File: src/rtl/mips_pkg.sv
// Shared MIPS memory-stage definitions: opcodes, FSM states, byte enables, MEM/WB payload.
package mips_pkg;

  localparam logic [5:0] OP_LB  = 6'h20;
  localparam logic [5:0] OP_LH  = 6'h21;
  localparam logic [5:0] OP_LW  = 6'h23;
  localparam logic [5:0] OP_LBU = 6'h24;
  localparam logic [5:0] OP_LHU = 6'h25;
  localparam logic [5:0] OP_SB  = 6'h28;
  localparam logic [5:0] OP_SH  = 6'h29;
  localparam logic [5:0] OP_SW  = 6'h2B;

  localparam logic [3:0] BE_WORD    = 4'hF;
  localparam logic [3:0] BE_LO_HALF = 4'h3;
  localparam logic [3:0] BE_HI_HALF = 4'hC;

  typedef enum logic [1:0] {
    S_IDLE   = 2'd0,
    S_ACCESS = 2'd1,
    S_HOLD   = 2'd2
  } state_t;

  typedef struct packed {
    logic [31:0] ir;
    logic [31:0] pc;
    logic [31:0] result;
    logic [31:0] read_data;
    logic        reg_write;
    logic        mem_to_reg;
    logic [4:0]  reg_dest;
  } memwb_t;

endpackage

File: src/rtl/mem_wb_stage_if.sv
// Data-memory req/ack port between the memory stage (master) and the memory (slave).
interface mem_wb_stage_if #(parameter int unsigned AW = 32);
  logic          oMemReq;
  logic          oMemWe;
  logic [AW-1:0] oMemAddr;
  logic [31:0]   oMemWData;
  logic [3:0]    oMemBe;
  logic [31:0]   iMemRData;
  logic          iMemAck;

  modport master (output oMemReq, oMemWe, oMemAddr, oMemWData, oMemBe,
                  input  iMemRData, iMemAck);
  modport slave  (input  oMemReq, oMemWe, oMemAddr, oMemWData, oMemBe,
                  output iMemRData, iMemAck);
endinterface

File: src/rtl/mem_lane_align.sv
// Combinational sub-word lane handling: store replication / byte enables and load extraction.
module mem_lane_align
  import mips_pkg::*;
(
  input  logic [5:0]  i_op,
  input  logic [1:0]  i_addr,
  input  logic [31:0] i_store_data,
  input  logic [31:0] i_rdata,
  output logic [3:0]  o_be_c,
  output logic [31:0] o_wdata_c,
  output logic [31:0] o_rdata_c
);
  logic [7:0]  w_byte;
  logic [15:0] w_half;

  always_comb begin
    w_byte    = 8'(i_rdata >> {i_addr, 3'b000});
    w_half    = i_addr[1] ? i_rdata[31:16] : i_rdata[15:0];
    o_be_c    = BE_WORD;
    o_wdata_c = i_store_data;
    o_rdata_c = i_rdata;
    case (i_op)
      OP_SB: begin
        o_be_c    = 4'b0001 << i_addr;
        o_wdata_c = {4{i_store_data[7:0]}};
      end
      OP_SH: begin
        o_be_c    = i_addr[1] ? BE_HI_HALF : BE_LO_HALF;
        o_wdata_c = {2{i_store_data[15:0]}};
      end
      OP_LB:   o_rdata_c = {{24{w_byte[7]}}, w_byte};
      OP_LBU:  o_rdata_c = {24'd0, w_byte};
      OP_LH:   o_rdata_c = {{16{w_half[15]}}, w_half};
      OP_LHU:  o_rdata_c = {16'd0, w_half};
      default: ;
    endcase
  end
endmodule

File: src/rtl/mem_wb_stage.sv
// MEM stage + MEM/WB register: branch redirect, req/ack data-memory access, write-back payload.
// Define SUBWORD_EN for byte/halfword loads and stores (mem_lane_align); default is word-only.
module mem_wb_stage
  import mips_pkg::*;
#(
  parameter int unsigned AW = 32,
  parameter int unsigned DW = 32
) (
  input  logic          clock,
  input  logic          reset,
  input  logic          enable,
  input  logic [DW-1:0] iIR,
  input  logic [DW-1:0] iPC,
  input  logic [DW-1:0] iResult,
  input  logic [DW-1:0] iStoreData,
  input  logic [DW-1:0] iBranch,
  input  logic [DW-1:0] iJump,
  input  logic          iZero,
  input  logic          iBranchs,
  input  logic          iJumps,
  input  logic          iRegWrite,
  input  logic          iMemRead,
  input  logic          iMemWrite,
  input  logic          iMemToReg,
  input  logic [4:0]    iRegDest,
  mem_wb_stage_if.master dmem,
  output logic          oStall,
  output logic          oPCSrc,
  output logic [DW-1:0] oPCTarget,
  output logic [DW-1:0] oIR,
  output logic [DW-1:0] oPC,
  output logic [DW-1:0] oResult,
  output logic [DW-1:0] oReadData,
  output logic          oRegWrite,
  output logic          oMemToReg,
  output logic [4:0]    oRegDest
);
  state_t        r_state, w_state_nxt;
  logic          r_req, r_we;
  logic [AW-1:0] r_addr;
  logic [31:0]   r_wdata, r_rbuf;
  logic [3:0]    r_be;
  memwb_t        r_wb, w_wb_nxt;

  logic          w_mem_op, w_is_read;
  logic          w_start, w_done, w_load, w_buf, w_use_buf;
  logic [3:0]    w_be;
  logic [31:0]   w_wdata, w_rdata_ext, w_rdata_sel;

  assign w_mem_op  = iMemRead | iMemWrite;
  assign w_is_read = iMemRead & ~iMemWrite;

`ifdef SUBWORD_EN
  mem_lane_align u_align (
    .i_op         (iIR[31:26]),
    .i_addr       (iResult[1:0]),
    .i_store_data (iStoreData),
    .i_rdata      (dmem.iMemRData),
    .o_be_c       (w_be),
    .o_wdata_c    (w_wdata),
    .o_rdata_c    (w_rdata_ext)
  );
`else
  assign w_be        = BE_WORD;
  assign w_wdata     = iStoreData;
  assign w_rdata_ext = dmem.iMemRData;
`endif

  // A write wins when both read and write are flagged, so no load data is returned.
  assign w_rdata_sel = w_is_read ? w_rdata_ext : 32'd0;

  always_ff @(posedge clock) begin
    if (reset) r_state <= S_IDLE;
    else       r_state <= w_state_nxt;
  end

  always_comb begin
    w_state_nxt = r_state;
    w_start     = 1'b0;
    w_done      = 1'b0;
    w_load      = 1'b0;
    w_buf       = 1'b0;
    w_use_buf   = 1'b0;
    case (r_state)
      S_IDLE: begin
        if (w_mem_op) begin
          if (enable) begin
            w_state_nxt = S_ACCESS;
            w_start     = 1'b1;
          end
        end else if (enable) begin
          w_load = 1'b1;
        end
      end
      S_ACCESS: begin
        if (dmem.iMemAck) begin
          w_done = 1'b1;
          if (enable) begin
            w_state_nxt = S_IDLE;
            w_load      = 1'b1;
          end else begin
            w_state_nxt = S_HOLD;
            w_buf       = 1'b1;
          end
        end
      end
      S_HOLD: begin
        if (enable) begin
          w_state_nxt = S_IDLE;
          w_load      = 1'b1;
          w_use_buf   = 1'b1;
        end
      end
      default: w_state_nxt = S_IDLE;
    endcase
  end

  always_comb begin
    w_wb_nxt            = r_wb;
    w_wb_nxt.ir         = 32'(iIR);
    w_wb_nxt.pc         = 32'(iPC);
    w_wb_nxt.result     = 32'(iResult);
    w_wb_nxt.read_data  = w_use_buf ? r_rbuf : w_rdata_sel;
    w_wb_nxt.reg_write  = iRegWrite;
    w_wb_nxt.mem_to_reg = iMemToReg;
    w_wb_nxt.reg_dest   = iRegDest;
  end

  // Request fields are frozen from the start edge until the ack edge.
  always_ff @(posedge clock) begin
    if (reset) begin
      r_req   <= 1'b0;
      r_we    <= 1'b0;
      r_addr  <= '0;
      r_wdata <= '0;
      r_be    <= '0;
      r_rbuf  <= '0;
      r_wb    <= '0;
    end else begin
      if (w_start) begin
        r_req   <= 1'b1;
        r_we    <= iMemWrite;
        r_addr  <= {iResult[AW-1:2], 2'b00};
        r_wdata <= w_wdata;
        r_be    <= w_be;
      end else if (w_done) begin
        r_req <= 1'b0;
        r_we  <= 1'b0;
      end
      if (w_buf)  r_rbuf <= w_rdata_sel;
      if (w_load) r_wb   <= w_wb_nxt;
    end
  end

  assign oStall    = ((r_state != S_IDLE) | w_mem_op) & ~w_load;
  assign oPCSrc    = ~oStall & ((iBranchs & iZero) | iJumps);
  assign oPCTarget = iJumps ? iJump : iBranch;

  assign dmem.oMemReq   = r_req;
  assign dmem.oMemWe    = r_we;
  assign dmem.oMemAddr  = r_addr;
  assign dmem.oMemWData = r_wdata;
  assign dmem.oMemBe    = r_be;

  assign oIR       = DW'(r_wb.ir);
  assign oPC       = DW'(r_wb.pc);
  assign oResult   = DW'(r_wb.result);
  assign oReadData = DW'(r_wb.read_data);
  assign oRegWrite = r_wb.reg_write;
  assign oMemToReg = r_wb.mem_to_reg;
  assign oRegDest  = r_wb.reg_dest;
endmodule

File: src/flat_wrapper.sv
// flat-port wrapper written by rule: the top's interface ports become plain ports
module mem_wb_stage_flat import mips_pkg::*;
#(
  parameter int unsigned AW = 32,
  parameter int unsigned DW = 32
)
  (clock, reset, enable, iIR, iPC, iResult, iStoreData, iBranch, iJump, iZero, iBranchs, iJumps, iRegWrite, iMemRead, iMemWrite, iMemToReg, iRegDest, oStall, oPCSrc, oPCTarget, oIR, oPC, oResult, oReadData, oRegWrite, oMemToReg, oRegDest, dmem_oMemReq, dmem_oMemWe, dmem_oMemAddr, dmem_oMemWData, dmem_oMemBe, dmem_iMemRData, dmem_iMemAck);
  mem_wb_stage_if #(.AW(AW)) dmem_i ();
  input  logic clock;
  input  logic reset;
  input  logic enable;
  input  logic [DW-1:0] iIR;
  input  logic [DW-1:0] iPC;
  input  logic [DW-1:0] iResult;
  input  logic [DW-1:0] iStoreData;
  input  logic [DW-1:0] iBranch;
  input  logic [DW-1:0] iJump;
  input  logic iZero;
  input  logic iBranchs;
  input  logic iJumps;
  input  logic iRegWrite;
  input  logic iMemRead;
  input  logic iMemWrite;
  input  logic iMemToReg;
  input  logic [4:0] iRegDest;
  output logic oStall;
  output logic oPCSrc;
  output logic [DW-1:0] oPCTarget;
  output logic [DW-1:0] oIR;
  output logic [DW-1:0] oPC;
  output logic [DW-1:0] oResult;
  output logic [DW-1:0] oReadData;
  output logic oRegWrite;
  output logic oMemToReg;
  output logic [4:0] oRegDest;
  output wire logic [$bits(dmem_i.oMemReq)-1:0] dmem_oMemReq;
  output wire logic [$bits(dmem_i.oMemWe)-1:0] dmem_oMemWe;
  output wire logic [$bits(dmem_i.oMemAddr)-1:0] dmem_oMemAddr;
  output wire logic [$bits(dmem_i.oMemWData)-1:0] dmem_oMemWData;
  output wire logic [$bits(dmem_i.oMemBe)-1:0] dmem_oMemBe;
  input wire logic [$bits(dmem_i.iMemRData)-1:0] dmem_iMemRData;
  input wire logic [$bits(dmem_i.iMemAck)-1:0] dmem_iMemAck;
  assign dmem_oMemReq = dmem_i.oMemReq;
  assign dmem_oMemWe = dmem_i.oMemWe;
  assign dmem_oMemAddr = dmem_i.oMemAddr;
  assign dmem_oMemWData = dmem_i.oMemWData;
  assign dmem_oMemBe = dmem_i.oMemBe;
  assign dmem_i.iMemRData = dmem_iMemRData;
  assign dmem_i.iMemAck = dmem_iMemAck;
  mem_wb_stage #(.AW(AW), .DW(DW)) u_core (.clock(clock), .reset(reset), .enable(enable), .iIR(iIR), .iPC(iPC), .iResult(iResult), .iStoreData(iStoreData), .iBranch(iBranch), .iJump(iJump), .iZero(iZero), .iBranchs(iBranchs), .iJumps(iJumps), .iRegWrite(iRegWrite), .iMemRead(iMemRead), .iMemWrite(iMemWrite), .iMemToReg(iMemToReg), .iRegDest(iRegDest), .dmem(dmem_i), .oStall(oStall), .oPCSrc(oPCSrc), .oPCTarget(oPCTarget), .oIR(oIR), .oPC(oPC), .oResult(oResult), .oReadData(oReadData), .oRegWrite(oRegWrite), .oMemToReg(oMemToReg), .oRegDest(oRegDest));
endmodule
File: config.mk
export PLATFORM = sky130hd
export DESIGN_NAME = mem_wb_stage_flat
export DESIGN_NICKNAME = d
export VERILOG_FILES = /design/src/rtl/mips_pkg.sv /design/src/rtl/mem_wb_stage_if.sv /design/src/rtl/mem_lane_align.sv /design/src/rtl/mem_wb_stage.sv /design/src/flat_wrapper.sv
export SDC_FILE = /design/constraint.sdc
export NUM_CORES = 1
export LEC_CHECK = 0
export BUFFER_PORTS_ARGS = -buffer_cell sky130_fd_sc_hd__buf_2
export CORE_MARGIN = 2
export CORE_UTILIZATION = 29
export DETAILED_ROUTE_END_ITERATION = 6
export PLACE_DENSITY = 0.5
export SKIP_CTS_REPAIR_TIMING = 1
export SYNTH_ARGS = -nofsm -noshare
export SYNTH_HDL_FRONTEND = slang
export SYNTH_SLANG_ARGS = --single-unit
File: constraint.sdc
create_clock -name clock -period 4 [get_ports clock]
set_input_delay 0 -clock clock [delete_from_list [all_inputs] [get_ports clock]]
set_output_delay 0 -clock clock [all_outputs]
set_load 0.01 [all_outputs]
# Yosys cells after proc, flatten, opt, wreduce, memory -nomap -nowiden

Index checks and enable logic that the tools add are counted.

Eq/ne operators: 6
Muxes and demuxes: 24
Bitwise logic cells: 10
Reductions and logical operators: 4

Operator list:

| operator           | number |
|---|---|
| $mux 32            | 3 |
| $mux 1             | 14 |
| $mux 2             | 5 |
| $ne 2x2->1 const B | 3 |
| $pmux 2 s3         | 1 |
| $and 1x1->1        | 4 |
| $reduce_and 4->1   | 1 |
| $reduce_bool 2->1  | 2 |
| $not 1->1          | 3 |
| $or 1x1->1         | 3 |
| $pmux 1 s3         | 1 |
| $eq 2x1->1 const B | 1 |
| $eq 2x2->1 const B | 1 |
| $logic_not 2->1    | 1 |
| $ne 2x1->1 const B | 1 |

Bits in registers: 234
Bits of input ports: 240
Logic and storage cells: 58

# Depth between registers and ports, before layout

Gate-level depths: netlist (run 1).

Depth after elaboration: 7
Gate-level depth with buffers: 8
Mapped depth without buffers: 3

# Worst setup path before layout (run 1)

No wires, ideal clock.

Kind: reg-to-reg
Start point: register u_core.r_state[0]
End point: register u_core.r_wb, in the netlist u_core.oPC[10]
Arrival: 1.396 ns
Path slack: 2.485 ns
Stages on the path, launching flop included: 9
Path buffers: 5
Period minus slack after synthesis: 1.515 ns
Path through: dfxtp_1 > buf_2 > and4b_1 > buf_2 > a21o_1 > buf_4 > buf_6 > buf_6 > mux2i_1

Word-level cells in the longest chain between the ends: 2

Ends and longest elaborated chain:

| item                                     | line                | text |
|---|---|---|
| start, declared                          | mem_wb_stage.sv:38  | `state_t r_state, w_state_nxt;` |
| start signal, assigned                   | mem_wb_stage.sv:74  | `else r_state <= w_state_nxt;` |
| $eq 2x2->1, or another cell as far along | mem_wb_stage.sv:84  | `case (r_state)` |
| $pmux 1 s3 (*)                           | mem_wb_stage.sv:84  |  |
| end signal, assigned                     | mem_wb_stage.sv:151 | `if (w_load) r_wb <= w_wb_nxt;` |
| end, declared                            | mem_wb_stage.sv:43  | `memwb_t r_wb, w_wb_nxt;` |

Mark *: on every way between the ends. The rest lies on a longest branch, timed or not.
A chain may end at the register's enable or synchronous reset.

# Worst setup path in the final report (run 1)

Start point: register u_core.r_state[1]
End point: register u_core.r_wb, in the netlist u_core.oReadData[25]

Word-level cells in the longest chain between the ends: 3

Ends and longest elaborated chain:

| item       | line                | text |
|---|---|---|
| $eq 2x2->1 | mem_wb_stage.sv:84  |  |
| $mux 1     | mem_wb_stage.sv:84  |  |
| $mux 32    | mem_wb_stage.sv:123 | `w_wb_nxt.read_data = w_use_buf ? r_rbuf : w_rdata_sel;` |

Parallel ways exist; a longest one is shown, timed or not.

==> results.tsv, run 1 <==
metric	value	unit
status	finished, final reports clean	
number_of_global_route_vias_before_repair	9235	
synthMuxAreaShare	13.5	%
synth_cells	1141	
num-fill-cells	3435	
crit_path_end_kind	flip-flop	
syn_to_final_growth	51.1	%
groute.usage.overall	18.1	%
stdcell_area	15600	µm²
clock-root-buffer	clkbuf_16	
cp-start-kind	flip-flop	
cts.clk_slew.worst_paths	60	ps
num-nets-final	1947	
first_pass_iters	5	
netlist_area	10300	µm²
floorplan.io_pins	479	
synth_top_family_by_area	simple AND/OR/NAND/NOR gates	
met1Wirelength	14.6	mm
synth_adder_area_share	0	%
hold_path.class	in -> reg	
met3_wirelength	3.27	mm
met2_wirelength	19.1	mm
finalWorstPathRequiredPeriod	2630	ps
critPathRequiredTime	4440	ps
drt-wirelength-per-cell	17.2	µm
synth.ff_latch_count	234	
drt-vias-per-instance	4.70	
synth-compound-area-share	13.3	%
highest-signal-layer	met4	
final_hold_vios	0	
final_layout_size_suffix_gt1_share	33.6	%
fmax	380	MHz
timing.critical_path.arrival	3070	ps
critical_path_class	reg -> reg	
synthSimpleGateAreaFrac	22.4	%
number_of_rows_in_the_core_area	69	
ys.warnings.count	0	
postPlaceCellArea	13000	µm²
drt_wl_total	37.7	mm
dp_hpwl	24.6	mm
grt_antenna_before_repair	1	
tritoncts.num_buffers	28	
max_cap_viol_count	0	
route.antenna.remaining_nets	0	
worst_clock_skew	21.1	ps
clock_tree.buffer_depth	3	
crit_fanout	95	
setup_violations	0	
start_util	29.3	%
seq_area_frac_synth	45.3	%
pleak	0.00661	µW
yosysUniqueCellTypes	29	
clock_latency	550	ps
cts_sinks	234	
finalWeightedCongestion	0.831	
final_common_cell	buf_2	
fin_setup_tns	0	ps
via_count	10299	
power_per_cell_area	390	nW/µm²
grt_start_max_net_pins	199	
final_max_slew_viol_count	0	
drt_drc_violations_left	0	
cts_htree_levels	1	
grt_overflow_total	0	
most-common-layout-cells	buf_2, dfxtp_1, nand2b_1	
vdd.ir_drop.worst	0.332	mV
tightestPinTransition	1110	ps
rsz0062_at_grt	no	
post_synth.cell_area_avg	9.06	µm²
grt_first_pass_wirelength	52.9	mm
post_synth_xor_area_fraction	0	%
timing.slew.headroom	26.1	%
numPortBuffers	476	
antenna_cells_inserted	0	
cts_tree	done	
floorplan.core_area	35300	µm²
die_w	193	µm
dieHeight	193	µm
detail_route.iter0.violations	405	
period_share	65.9	%
die_area	37200	µm²
==> layer usage <==
layer | up-vias | global-route usage [%]
li1 | 5119 | -
met1 | 4736 | 20.8
met2 | 399 | 33.5
met3 | 45 | 4.56
met4 | 0 | 4.08
met5 | - | 0
==> where the power goes <==
group,internal (µW),total (µW),switching (µW)
combinational,493,1020,523
sequential,2450,2520,68.2
clock,1530,2550,1020
total,4470,6090,1620
==> per-stage QoR <==
step                      worst slack [ps]  power [µW]  util (%)  hold slack (ps)  std cells
after floorplan                       2480        3060         -             78.5       1142
after global placement                1420        3460      36.7              255       1967
after detailed placement              1360        3470      36.7              261       1967
after CTS                             1330        6040      39.4             -328       2018
after global routing                  1140        6360      44.2              153       2189
final                                 1370        6090      44.2              132       2189
==> synthesized netlist by cell type <==
| cell | instances | area, µm² |
|---|---|---|
| nor2_1 | 1 | 3.75 |
| mux2i_1 | 103 | 1030 |
| a21o_1 | 2 | 15.0 |
| nand2b_1 | 208 | 1300 |
| o21bai_1 | 1 | 7.51 |
| a21oi_1 | 100 | 500 |
| and2_1 | 1 | 6.26 |
| nand3_1 | 160 | 801 |
| buf_1 | 1 | 3.75 |
| o21ai_0 | 62 | 310 |
| nand4bb_1 | 1 | 11.3 |
| buf_4 | 6 | 45.0 |
| nand2_1 | 34 | 128 |
| o21ba_2 | 1 | 10.0 |
| o211ai_1 | 1 | 7.51 |
| mux2_2 | 32 | 360 |
| and4b_1 | 1 | 10.0 |
| or3b_2 | 1 | 8.76 |
| a211oi_1 | 33 | 248 |
| dfxtp_1 | 234 | 4680 |
| a311oi_1 | 32 | 280 |
| nand3b_1 | 2 | 15.0 |
| buf_2 | 17 | 85.1 |
| conb_1 | 1 | 3.75 |
| clkbuf_1 | 96 | 360 |
| or3_1 | 1 | 6.26 |
| nor2b_1 | 2 | 12.5 |
| buf_6 | 6 | 67.6 |
| nor4bb_1 | 1 | 10.0 |
==> area by class of cell <==
class / instances / area (µm²) / share of cell area (%)
Clock inverter: 11 / 93.8 / 0.601
Sequential cell: 234 / 4690 / 30.0
Timing Repair Buffer: 661 / 4260 / 27.3
Tap cell: 461 / 577 / 3.69
Multi-Input combinational cell: 782 / 5150 / 33.0
Clock buffer: 40 / 846 / 5.42
==> worst paths after layout <==
path         slack (ps)                    to           startpoint  depth (start not counted)
max                1370  u_core.oReadData[25]    u_core.r_state[1]                          4
min                 130     u_core.r_rbuf[23]             iMemRead                          4
max reg2reg        1370  u_core.oReadData[25]    u_core.r_state[1]                          4
min reg2reg         450   u_core.dmem.oMemReq  u_core.dmem.oMemReq                          2
==> state kept, by name, indices dropped and copies added (netlist names) <==
signal                 cells
u_core.dmem.oMemAddr      30
u_core.dmem.oMemBe         1
u_core.dmem.oMemReq        1
u_core.dmem.oMemWData     32
u_core.dmem.oMemWe         1
u_core.oIR                32
u_core.oMemToReg           1
u_core.oPC                32
u_core.oReadData          32
u_core.oRegDest            5
u_core.oRegWrite           1
u_core.oResult            32
u_core.r_rbuf             32
u_core.r_state             2
==> worst max-delay path, stage by stage (launching register included) <==
cell and delay [ps]:
dfxtp_2 900, o21bai_4 270, buf_4 780, a211oi_1 200, a311oi_1 290
==> kinds of logic after synthesis <==
| group | after synthesis |
|---|---|
| flops | 234 |
| compound gates | 232 |
| buf+inv | 126 |
| other cells | 1 |
| simple gates | 413 |
| mux | 135 |
Note: power is estimated with default switching activity, not from simulation.
==> inputs of run 2 (changes only) <==
Settings changed: ABC_AREA from default to 1.
Clock period 4 ns to 2.6 ns, I/O delays scaled along.
==> run 2 against run 1 <==
Net effect: combinational power grew 80%; worst setup slack lost 1100 ps; wire length grew 11%; sequential power grew 57%; largest power group unchanged.
==> results.tsv, run 2 <==
metric	value	unit
status	finished, final reports clean	
tightestPinTransition	959	ps
post_synth.cell_area_avg	6.47	µm²
timing.critical_path.arrival	2840	ps
synth-compound-area-share	4.77	%
grt_first_pass_wirelength	61.2	mm
crit_path_end_kind	flip-flop	
synth_largest_area_cell	dfxtp_1	
synth_top_family_by_area	simple AND/OR/NAND/NOR gates	
synth-edff-count	0	
die_w	194	µm
floorplan.core_area	35500	µm²
cts_sinks	234	
synthFlopType	dfxtp_1	
die_area	37500	µm²
synth_cells	1612	
timing.slew.headroom	36.0	%
final_layout_size_suffix_gt1_share	24.6	%
endpoint	u_core.dmem.oMemWe	
setup_violations	0	
worst_clock_skew	18.0	ps
clock_latency	550	ps
vdd.ir_drop.worst	0.499	mV
cts_tree	done	
crit_fanout	65	
num-fill-cells	3629	
final_hold_vios	0	
netlist_area	10400	µm²
cts.clk_slew.worst_paths	60	ps
drt-vias-per-instance	4.51	
post_synth_xor_area_fraction	0	%
numPortBuffers	476	
clock-root-buffer	clkbuf_16	
start_util	29.4	%
synthMuxAreaShare	0	%
drt-wirelength-per-cell	15.5	µm
rsz0062_at_grt	no	
max_cap_viol_count	0	
via_count	12195	
power_per_cell_area	608	nW/µm²
critical_path_class	in -> reg	
final_max_slew_viol_count	0	
finalWeightedCongestion	0.811	
synth.ff_latch_count	234	
cp-start-kind	input pin	
grt_start_max_net_pins	168	
timing.rr.end	u_core.dmem.oMemWe	
setup.worst_path.start	iMemWrite	
synth_top_cell_area_share	44.9	%
synthSimpleGateAreaFrac	38.6	%
drt_wl_total	42.0	mm
number_of_global_route_vias_before_repair	10601	
synth_adder_area_share	0	%
reg2reg_setup_slack	300	ps
detail_route.iter0.violations	556	
most-common-layout-cells	nand2_1, buf_2, nor2_1	
netlist_top_cells_count	nand2_1, nor2_1, dfxtp_1	
num-nets-final	2461	
r2r.worst_path.cells	6	
multi_input_comb_area	4560	µm²
drt_drc_violations_left	0	
yosysUniqueCellTypes	18	
hold_path.class	in -> reg	
dieHeight	194	µm
ff_latch_area	4680	µm²
grt_antenna_before_repair	1	
seq_area_frac_synth	44.9	%
period_share	90.1	%
first_pass_iters	5	
synth.most_common_cell	nand2_1	
ys.warnings.count	0	
critPathRequiredTime	3100	ps
groute.usage.overall	20.4	%
number_of_rows_in_the_core_area	69	
r2r_start	u_core.r_state[1]	
fmax	427	MHz
synth_top_cells_by_area	dfxtp_1, nand2_1, nor2_1	
finalWorstPathRequiredPeriod	2340	ps
number_of_cells_after_detailed_placement	2451	
route.antenna.remaining_nets	0	
grt_overflow_total	0	
dp_hpwl	27.3	mm
tritoncts.num_buffers	29	
post-layout-total-power	9790	µW
pleak	0.00868	µW
clock_tree.buffer_depth	3	
syn_to_final_growth	54.4	%
cts_htree_levels	1	
stdcell_count	2706	
floorplan.io_pins	479	
fin_setup_tns	0	ps
asyncSetResetFlopFracSynth	0	%
## run 2: cell type report
cell class	count	share of cell area [%]
clock inverter	8	0.466
inverter	179	4.19
tap	461	3.58
clock buffer	46	5.40
timing repair buffer	699	28.9
antenna	1	0.0155
multi-input combinational	1078	28.3
sequential	234	29.1
## run 2: worst min path at each step
stage / startpoint / end / slack [ps] / cells after the start
floorplan: iJump[30] / oPCTarget[30] / 120 / 2
detailed placement: iPC[5] / u_core.oPC[5] / 230 / 3
finish: iMemRead / u_core.r_rbuf[1] / 200 / 6
global route: iRegDest[3] / u_core.oRegDest[3] / 200 / 4
global placement: iRegDest[4] / u_core.oRegDest[4] / 220 / 3
CTS: iPC[5] / u_core.oPC[5] / -370 / 3
## run 2: per-layer routing
layer / part of all wire, % / routed length (µm) / track usage [%]
met4: 3.5 / 1470 / 6.11
met1: 41 / 17200 / 24.8
met3: 6.3 / 2660 / 4.19
met2: 49 / 20600 / 36.2
met5: 0 / 0 / 0
## run 2: stage by stage
| step | hold WS, ps | instance area, µm² | utilization (%) | worst slack [ps] |
|---|---|---|---|---|
| finish | 204 | 16100 | 45.4 | 259 |
| CTS | -369 | 14100 | 39.7 | 238 |
| floorplan | 115 | 10400 | - | 1230 |
| global route | 204 | 16100 | 45.4 | 72.9 |
| detailed placement | 228 | 13200 | 37.1 | 671 |
| global placement | 224 | 13200 | 37.1 | 705 |
## run 2: power by group
group	internal (µW)	total (µW)	leakage, µW	switching (µW)
Combinational	820	1840	0.00630	1020
Clock	2380	4000	0.000464	1620
Sequential	3840	3960	0.00192	124
## run 2: critical path, cell delays in order
cell	delay, ps
dlygate4sd3_1	530
buf_2	130
nor2_1	390
nor2_1	100
nand2_2	90
buf_4	640
nand3_1	150
a21oi_1	190
dlygate4sd3_1	570
## run 2: cells by family after synthesis
group           Yosys count
simple gates            977
buf+inv                 301
flops                   234
compound gates           99
other cells               1
